### src/rtl/mem_bus_arbiter_pkg.sv
// Shared types and constants for the external memory port arbiter.
// State codes, state-bus width and mem_len_o width.
package mem_bus_arbiter_pkg;

    localparam int ARB_STATE_W = 3;
    localparam int MEM_LEN_W   = 4;

    typedef enum logic [ARB_STATE_W-1:0] {
        ARB_STATE_IDLE    = 3'd0,
        ARB_STATE_IC_REQ  = 3'd1,
        ARB_STATE_IC_DATA = 3'd2,
        ARB_STATE_DC_REQ  = 3'd3,
        ARB_STATE_DC_DATA = 3'd4
    } arb_state_e;

    function automatic logic [MEM_LEN_W-1:0] beats_to_len(input int beats);
        return MEM_LEN_W'(beats - 1);
    endfunction

endpackage

### src/rtl/arb_beat_counter.sv
// Refill beat counter with clear/enable and terminal-beat flag.
// Wraps to zero when a beat is counted on the terminal value.
module arb_beat_counter #(
    parameter int LINE_BEATS = 4
) (
    input  logic clk,
    input  logic rst,
    input  logic i_clr,
    input  logic i_en,
    output logic o_term
);

    localparam int CNT_W = $clog2(LINE_BEATS);

    logic [CNT_W-1:0] r_cnt;

    assign o_term = (r_cnt == CNT_W'(LINE_BEATS - 1));

    always_ff @(posedge clk or negedge rst) begin
        if (!rst) begin
            r_cnt <= '0;
        end else if (i_clr) begin
            r_cnt <= '0;
        end else if (i_en) begin
            r_cnt <= o_term ? '0 : r_cnt + 1'b1;
        end
    end

endmodule

### src/rtl/mem_bus_arbiter.sv
// Two-requester arbiter/sequencer for the external memory port.
// Optional icache anti-starvation guard: ARB_STARVE_GUARD_EN.
module mem_bus_arbiter
    import mem_bus_arbiter_pkg::*;
#(
    parameter int ADDR_W       = 64,
    parameter int DATA_W       = 64,
    parameter int LINE_BEATS   = 4,
    parameter int STARVE_LIMIT = 8
) (
    input  logic                clk,
    input  logic                rst,
    input  logic                ic_req_i,
    input  logic [ADDR_W-1:0]   ic_addr_i,
    output logic                ic_gnt_o,
    output logic                ic_rvalid_o,
    output logic [DATA_W-1:0]   ic_rdata_o,
    output logic                ic_last_o,
    input  logic                dc_req_i,
    input  logic                dc_we_i,
    input  logic [ADDR_W-1:0]   dc_addr_i,
    input  logic [DATA_W-1:0]   dc_wdata_i,
    input  logic [DATA_W/8-1:0] dc_wmask_i,
    output logic                dc_gnt_o,
    output logic                dc_rvalid_o,
    output logic [DATA_W-1:0]   dc_rdata_o,
    output logic                dc_bvalid_o,
    output logic                mem_req_o,
    output logic                mem_we_o,
    output logic [ADDR_W-1:0]   mem_addr_o,
    output logic [DATA_W-1:0]   mem_wdata_o,
    output logic [DATA_W/8-1:0] mem_wmask_o,
    output logic [MEM_LEN_W-1:0] mem_len_o,
    input  logic                mem_ready_i,
    input  logic                mem_rvalid_i,
    input  logic [DATA_W-1:0]   mem_rdata_i,
    input  logic                mem_bvalid_i,
    output logic                arb_busy_o
);

    localparam int MASK_W = DATA_W / 8;

    arb_state_e          r_state;
    arb_state_e          w_next;
    logic                r_we;
    logic [ADDR_W-1:0]   r_addr;
    logic [DATA_W-1:0]   r_wdata;
    logic [MASK_W-1:0]   r_wmask;
    logic                w_starve;
    logic                w_pick_ic;
    logic                w_pick_dc;
    logic                w_beat;
    logic                w_term;

    assign w_pick_ic  = ic_req_i & (~dc_req_i | w_starve);
    assign w_pick_dc  = dc_req_i & ~w_pick_ic;
    assign w_beat     = (r_state == ARB_STATE_IC_DATA) & mem_rvalid_i;
    assign arb_busy_o = (r_state != ARB_STATE_IDLE);

`ifdef ARB_STARVE_GUARD_EN
    localparam int STARVE_W = $clog2(STARVE_LIMIT + 1);

    logic [STARVE_W-1:0] r_starve;

    assign w_starve = (r_starve == STARVE_W'(STARVE_LIMIT));

    always_ff @(posedge clk or negedge rst) begin
        if (!rst) begin
            r_starve <= '0;
        end else if (ic_gnt_o || !ic_req_i) begin
            r_starve <= '0;
        end else if (dc_gnt_o) begin
            r_starve <= r_starve + 1'b1;
        end
    end
`else
    logic w_unused_limit;

    assign w_unused_limit = ^STARVE_LIMIT;
    assign w_starve       = 1'b0;
`endif

    arb_beat_counter #(
        .LINE_BEATS (LINE_BEATS)
    ) u_beat_cnt (
        .clk    (clk),
        .rst    (rst),
        .i_clr  (r_state != ARB_STATE_IC_DATA),
        .i_en   (w_beat),
        .o_term (w_term)
    );

    always_ff @(posedge clk or negedge rst) begin
        if (!rst) begin
            r_state <= ARB_STATE_IDLE;
        end else begin
            r_state <= w_next;
        end
    end

    // Refill carries no write payload, so its latched fields are zero.
    always_ff @(posedge clk or negedge rst) begin
        if (!rst) begin
            r_we    <= 1'b0;
            r_addr  <= '0;
            r_wdata <= '0;
            r_wmask <= '0;
        end else if (r_state == ARB_STATE_IDLE) begin
            if (w_pick_dc) begin
                r_we    <= dc_we_i;
                r_addr  <= dc_addr_i;
                r_wdata <= dc_wdata_i;
                r_wmask <= dc_wmask_i;
            end else if (w_pick_ic) begin
                r_we    <= 1'b0;
                r_addr  <= ic_addr_i;
                r_wdata <= '0;
                r_wmask <= '0;
            end
        end
    end

    always_comb begin
        w_next      = r_state;
        ic_gnt_o    = 1'b0;
        ic_rvalid_o = 1'b0;
        ic_rdata_o  = '0;
        ic_last_o   = 1'b0;
        dc_gnt_o    = 1'b0;
        dc_rvalid_o = 1'b0;
        dc_rdata_o  = '0;
        dc_bvalid_o = 1'b0;
        mem_req_o   = 1'b0;
        mem_we_o    = 1'b0;
        mem_addr_o  = '0;
        mem_wdata_o = '0;
        mem_wmask_o = '0;
        mem_len_o   = '0;
        unique case (r_state)
            ARB_STATE_IDLE: begin
                if (w_pick_dc) begin
                    w_next = ARB_STATE_DC_REQ;
                end else if (w_pick_ic) begin
                    w_next = ARB_STATE_IC_REQ;
                end
            end
            ARB_STATE_IC_REQ: begin
                mem_req_o  = 1'b1;
                mem_addr_o = r_addr;
                mem_len_o  = beats_to_len(LINE_BEATS);
                ic_gnt_o   = mem_ready_i;
                if (mem_ready_i) begin
                    w_next = ARB_STATE_IC_DATA;
                end
            end
            ARB_STATE_DC_REQ: begin
                mem_req_o   = 1'b1;
                mem_we_o    = r_we;
                mem_addr_o  = r_addr;
                mem_wdata_o = r_wdata;
                mem_wmask_o = r_wmask;
                dc_gnt_o    = mem_ready_i;
                if (mem_ready_i) begin
                    w_next = ARB_STATE_DC_DATA;
                end
            end
            ARB_STATE_IC_DATA: begin
                ic_rvalid_o = mem_rvalid_i;
                ic_rdata_o  = mem_rvalid_i ? mem_rdata_i : '0;
                ic_last_o   = w_beat & w_term;
                if (w_beat && w_term) begin
                    w_next = ARB_STATE_IDLE;
                end
            end
            ARB_STATE_DC_DATA: begin
                if (r_we) begin
                    dc_bvalid_o = mem_bvalid_i;
                    if (mem_bvalid_i) begin
                        w_next = ARB_STATE_IDLE;
                    end
                end else begin
                    dc_rvalid_o = mem_rvalid_i;
                    dc_rdata_o  = mem_rvalid_i ? mem_rdata_i : '0;
                    if (mem_rvalid_i) begin
                        w_next = ARB_STATE_IDLE;
                    end
                end
            end
            default: begin
                w_next = ARB_STATE_IDLE;
            end
        endcase
    end

endmodule
### config.mk
export PLATFORM = sky130hd
export DESIGN_NAME = mem_bus_arbiter
export DESIGN_NICKNAME = d
export VERILOG_FILES = /design/src/rtl/mem_bus_arbiter_pkg.sv /design/src/rtl/arb_beat_counter.sv /design/src/rtl/mem_bus_arbiter.sv
export SDC_FILE = /design/constraint.sdc
export NUM_CORES = 1
export LEC_CHECK = 0
export CAP_MARGIN = 20
export CELL_PAD_IN_SITES_DETAIL_PLACEMENT = 2
export CELL_PAD_IN_SITES_GLOBAL_PLACEMENT = 2
export CORE_AREA = 5 5 211 213
export DETAILED_ROUTE_END_ITERATION = 6
export DIE_AREA = 0 0 216 218
export DONT_BUFFER_PORTS = 1
export PLACE_DENSITY = 0.59
export SLEW_MARGIN = 25
export SYNTH_ARGS = -nofsm -noshare
export SYNTH_HDL_FRONTEND = slang
export SYNTH_SLANG_ARGS = --single-unit
### constraint.sdc
create_clock -name clk -period 1.45 [get_ports clk]
set_input_delay 0.29 -clock clk [delete_from_list [all_inputs] [get_ports clk]]
set_output_delay 0.29 -clock clk [all_outputs]
set_load 0.01 [all_outputs]
# After elaboration in Yosys (flattened, before gate mapping)
# Index checks and enable logic that the tools add are counted.
# Widths: inputs -> output; s select.
[totals]
reg_bits = 142
input_bits = 272
elab_cells = 71
output_inout_bits = 277
[classes]
mux = 38
n_addsub = 1
reduce_logical = 8
bitwise = 6
n_eq_ne = 12
[op_table]
columns = ["operator", "n"]
rows = [
  ["$mux 64", 10],
  ["$mux 3", 8],
  ["$mux 8", 3],
  ["$pmux 3 s5", 1],
  ["$mux 1", 12],
  ["$ne 3x3->1 const B", 3],
  ["$mux 2", 4],
  ["$eq 3x2->1 const B", 2],
  ["$reduce_and 6->1", 1],
  ["$and 1x1->1", 4],
  ["$ne 2x2->1 const B", 2],
  ["$reduce_bool 2->1", 2],
  ["$eq 3x1->1 const B", 1],
  ["$eq 3x3->1 const B", 1],
  ["$logic_not 3->1", 1],
  ["$ne 3x2->1 const B", 1],
  ["$reduce_bool 3->1", 1],
  ["$add 2x1->2 const B", 1],
  ["$eq 2x2->1 const B", 1],
  ["$ne 2x1->1 const B", 1],
  ["$not 1->1", 2],
  ["$reduce_and 2->1", 1],
  ["$reduce_or 2->1", 1],
  ["$logic_and 1x1->1", 1],
]

# Depth between registers and ports, before layout
[logic_depth]
word_depth = 6
depth_mapped = 8
mapped_depth_nobuf = 5

# By module
# Synthesis repeated with hierarchy kept, for this count alone.
[unflattened]
cells_unflattened = 705
hier_area_um2 = 7921.3
[by_module_without_submodules]
columns = ["module", "area_each_um2", "n_inst", "seq_area_each_um2", "cells_per_inst"]
rows = [
  ["mem_bus_arbiter", 7821.3, 1, 3503.4, 697],
  ["arb_beat_counter", 100.1, 1, 50.0, 8],
]

# Worst setup path after synthesis
# No wires, ideal clock.
[synth_timing]
path_kind = "register to output"
start = "reg r_state[1]"
end = "out dc_rdata_o[0]"
path_buffers = 3
required_time_ns = 1.160
setup_slack_ns = -0.209
arrival_time_ns = 1.369
path_stages_with_launch = 8
cell_sequence = "dfrtp_1 > buf_2 > nor2_1 > nand2_1 > nor2_1 > clkbuf_2 > clkbuf_1 > and2_1"
[synth_between]
elab_chain_cells = 2
[synth_lines]
columns = ["item", "line_no", "rtl"]
rows = [
  ["start: declaration", "mem_bus_arbiter.sv:43", "arb_state_e r_state;"],
  ["start signal: assignment", "mem_bus_arbiter.sv:97", "r_state <= w_next;"],
  ["$eq 3x3->1", "mem_bus_arbiter.sv:139", "unique case (r_state)"],
  ["$mux 64", "mem_bus_arbiter.sv:139", ""],
  ["end: declaration", "mem_bus_arbiter.sv:26", "output logic [DATA_W-1:0] dc_rdata_o,"],
]
# No other way between the ends.

# Worst setup path after layout
[layout_timing]
start = "reg r_state[0]"
end = "out dc_rdata_o[1]"
# Same word-level chain as after synthesis.

==> out/metrics.yaml <==
status: "finished with violations"
violations: "hold timing, setup timing"
finalNetCount: 1148
ant_nets: 0
holdWs_ns: -0.477
crit_chain: "nor2_2 > nand2_2 > nor2_4 > buf_4 > buf_16 > and2_4"
drc_errors: 0
synth_cell_types: 29
syn_area_per_cell_sq_um: 9.68
setup_viol: 413
dp_hpwl_mm: 27.4
first_iter_violations: 327
fmax_mhz: 480
syn_area_sq_um: 7640
ys_seq_area_share_pct: 46.5
grt_usage_pct: 15.9
core_sq_um: 42500
slowest_stage: "dfrtp_2"
wl_per_cell_um: 30.3
ys_warn_count: 0
routabilityCongestion: 0.838
clockBufferDepth: 2
maxCapViolCount: 0
ios: 549
hp-class: "primary input to async pin"
cellPowerDensity_nw_per_um2: 2030
cp-start-kind: "flip-flop"
p_leak_uw: 0.00506
first_pass_iters: 4
p_total_uw: 22900
fin_crit_ns: 2.08
path_max_fanout: 20
place_area_sq_um: 8590
antenna_found_initial: 5
critPathKind: "flip-flop to primary output"
arrival_ns: 1.79
fp.dieW_um: 216
post-route-period-util_pct: 144
wirelength_mm: 43.7
slew_violations: 0
ys_ff_latch: 142
slowest_delay_ns: 0.44
clkSlewWorstSetupHoldPaths_ns: 0.07
syn_inst: 790
grt_pass1_vias: 7377
cts_buffers: 17
num_rows: 76
grt_pass1_wl_mm: 54.8
ir_worst_vdd_uv: 858
clkLatencyLatePin_ns: 0.46
vias: 6751
clock_skew_ns: 0.0213
holdBufCountCts: 75
cts.sinks: 142
endpoint_kind: "primary output"
cts_root_buffer: "clkbuf_16"
fin_setup_tns_ns: -195.42
dieHeight_um: 218
fin_area_sq_um: 11300
rsz0062_at_grt: "true"
finalHoldViolCount: 142
cts_tree: "yes"
layout-drive-gt1-share_pct: 41.0
die_area_sq_um: 47100
gr-total-overflow: 0
htree_num_levels: 4
grt_start_max_net_pins: 143
start_util_pct: 18.0
r2r_slack_ns: -0.37
worstPathRequired_ns: 1.16
port_buffers: 0
syn2layout_area_growth_pct: 47.5
viasPerCell: 4.69
worst_slack_ns: -0.634
==> cell usage in the layout, fill, tap and decap left out, types with 2 or more instances in the layout <==
cell type	netlist	layout
dfrtp_1	142	139
clkinv_4	0	2
buf_16	0	9
diode_2	0	5
inv_1	3	2
dfrtp_2	0	3
nand2b_1	3	2
inv_6	0	2
o21ai_0	61	60
mux2i_1	65	65
buf_4	4	25
a22o_1	73	73
a21oi_1	2	2
bufinv_16	0	3
nor2_4	0	2
dlygate4sd3_1	0	75
nand2_1	69	68
buf_12	0	12
and3_1	74	2
and2_4	0	178
conb_1	1	2
o21ai_4	0	2
clkinv_2	0	6
buf_6	2	11
nor2_1	8	5
and3_4	0	72
clkbuf_16	0	26
and2_1	195	16
o21ai_1	5	6
clkinvlp_4	0	2
==> cell usage after synthesis <==
cell type  count  share of area, %
nand4_1        1             0.082
nor4b_2        1              0.20
ha_1           1              0.16
o21ai_0       61               4.0
nand3b_1       1             0.098
and2_1       195                16
buf_2         25               1.6
and3_1        74               6.1
nor2_1         8              0.39
buf_4          4              0.39
o211a_1        1              0.13
o21ai_2        1              0.11
nor3_1         1             0.065
clkbuf_2       5              0.33
clkbuf_1      42               2.1
nor3_2         1              0.13
buf_6          2              0.29
o21ai_1        5              0.33
o21bai_1       1             0.098
a22o_1        73               8.4
buf_1          1             0.049
mux2i_1       65               8.5
o22a_1         1              0.11
nand2_1       69               3.4
inv_1          3              0.15
dfrtp_1      142                46
a21oi_1        2              0.13
nand2b_1       3              0.25
conb_1         1             0.049
==> report_power, final <==
| group | total (uW) | switching [uW] | internal (uW) |
|---|---|---|---|
| Clock | 4640 | 1940 | 2700 |
| Combinational | 11300 | 6060 | 5280 |
| Sequential | 6900 | 1170 | 5730 |
==> stage by stage <==
stage	util (%)	cells	setup WS [ns]
after global routing	26.5	1439	-0.709
after floorplan	-	791	-0.0818
final	26.5	1439	-0.634
after detailed placement	20.2	1289	-0.299
after global placement	20.2	1289	-0.281
after CTS	25.1	1414	-0.657
==> cell type report <==
type / instances / area, sq um
multi-input combinational: 568 / 4590
sequential: 142 / 3560
timing repair inverter: 1 / 20.0
clock inverter: 15 / 170
timing repair buffer: 142 / 1790
tap: 546 / 683
fill: 4612 / 31200
clock buffer: 17 / 425
antenna: 5 / 12.5
inverter: 3 / 23.8
==> registers in the layout, indices dropped and copies added, names as in the netlist <==
name and cells:
r_addr 64, r_state 3, r_wdata 64, r_we 1, r_wmask 8, u_beat_cnt.r_cnt 2
==> critical path, delay by kind of cell, from the launching register on <==
family	cells	cell delay, ns
and+or+nand+nor	4	0.58
DFF	1	0.44
buffers and inverters	2	0.30
==> logic make-up (layout without fill, tap and decap cells) <==
family          count (synthesis)  count (layout)  share of synthesized area [%]
simple gates                  354             354                           26.6
compound gates                145             146                           13.3
flops                         142             142                           46.5
buf+inv                        82             178                           4.91
mux                            65              65                           8.51
fa+ha+maj                       1               1                          0.164
other cells                     1               7                         0.0491
==> metal layers <==
layer,routed length (um),global-route usage (%)
met1,15400,15.9
met2,24200,31.0
met3,2650,4.68
met5,0,0
met4,1400,5.81
==> what timing repair did <==
item | in CTS | in global routing
pin swaps | 16 | 23
resized for setup | 117 | 81
gates cloned | 8 | 16
endpoints found under the hold margin | 217 | 142
buffers inserted | 10 | 5
endpoints found under the setup margin | 413 | 413
==> path summary, 6_finish.rpt <==
kind | to | startpoint | cells after the start
setup reg to reg | r_wdata[3] | r_state[2] | 6
min in group clk | r_addr[12] | ic_addr_i[12] | 2
setup / recovery | dc_rdata_o[1] | r_state[0] | 6
max in group asynchronous | r_wmask[6] | rst | 0
hold reg to reg | r_addr[60] | r_addr[60] | 2
hold / removal | r_addr[9] | rst | 0
No activity file was read; power rests on OpenSTA's default activity.
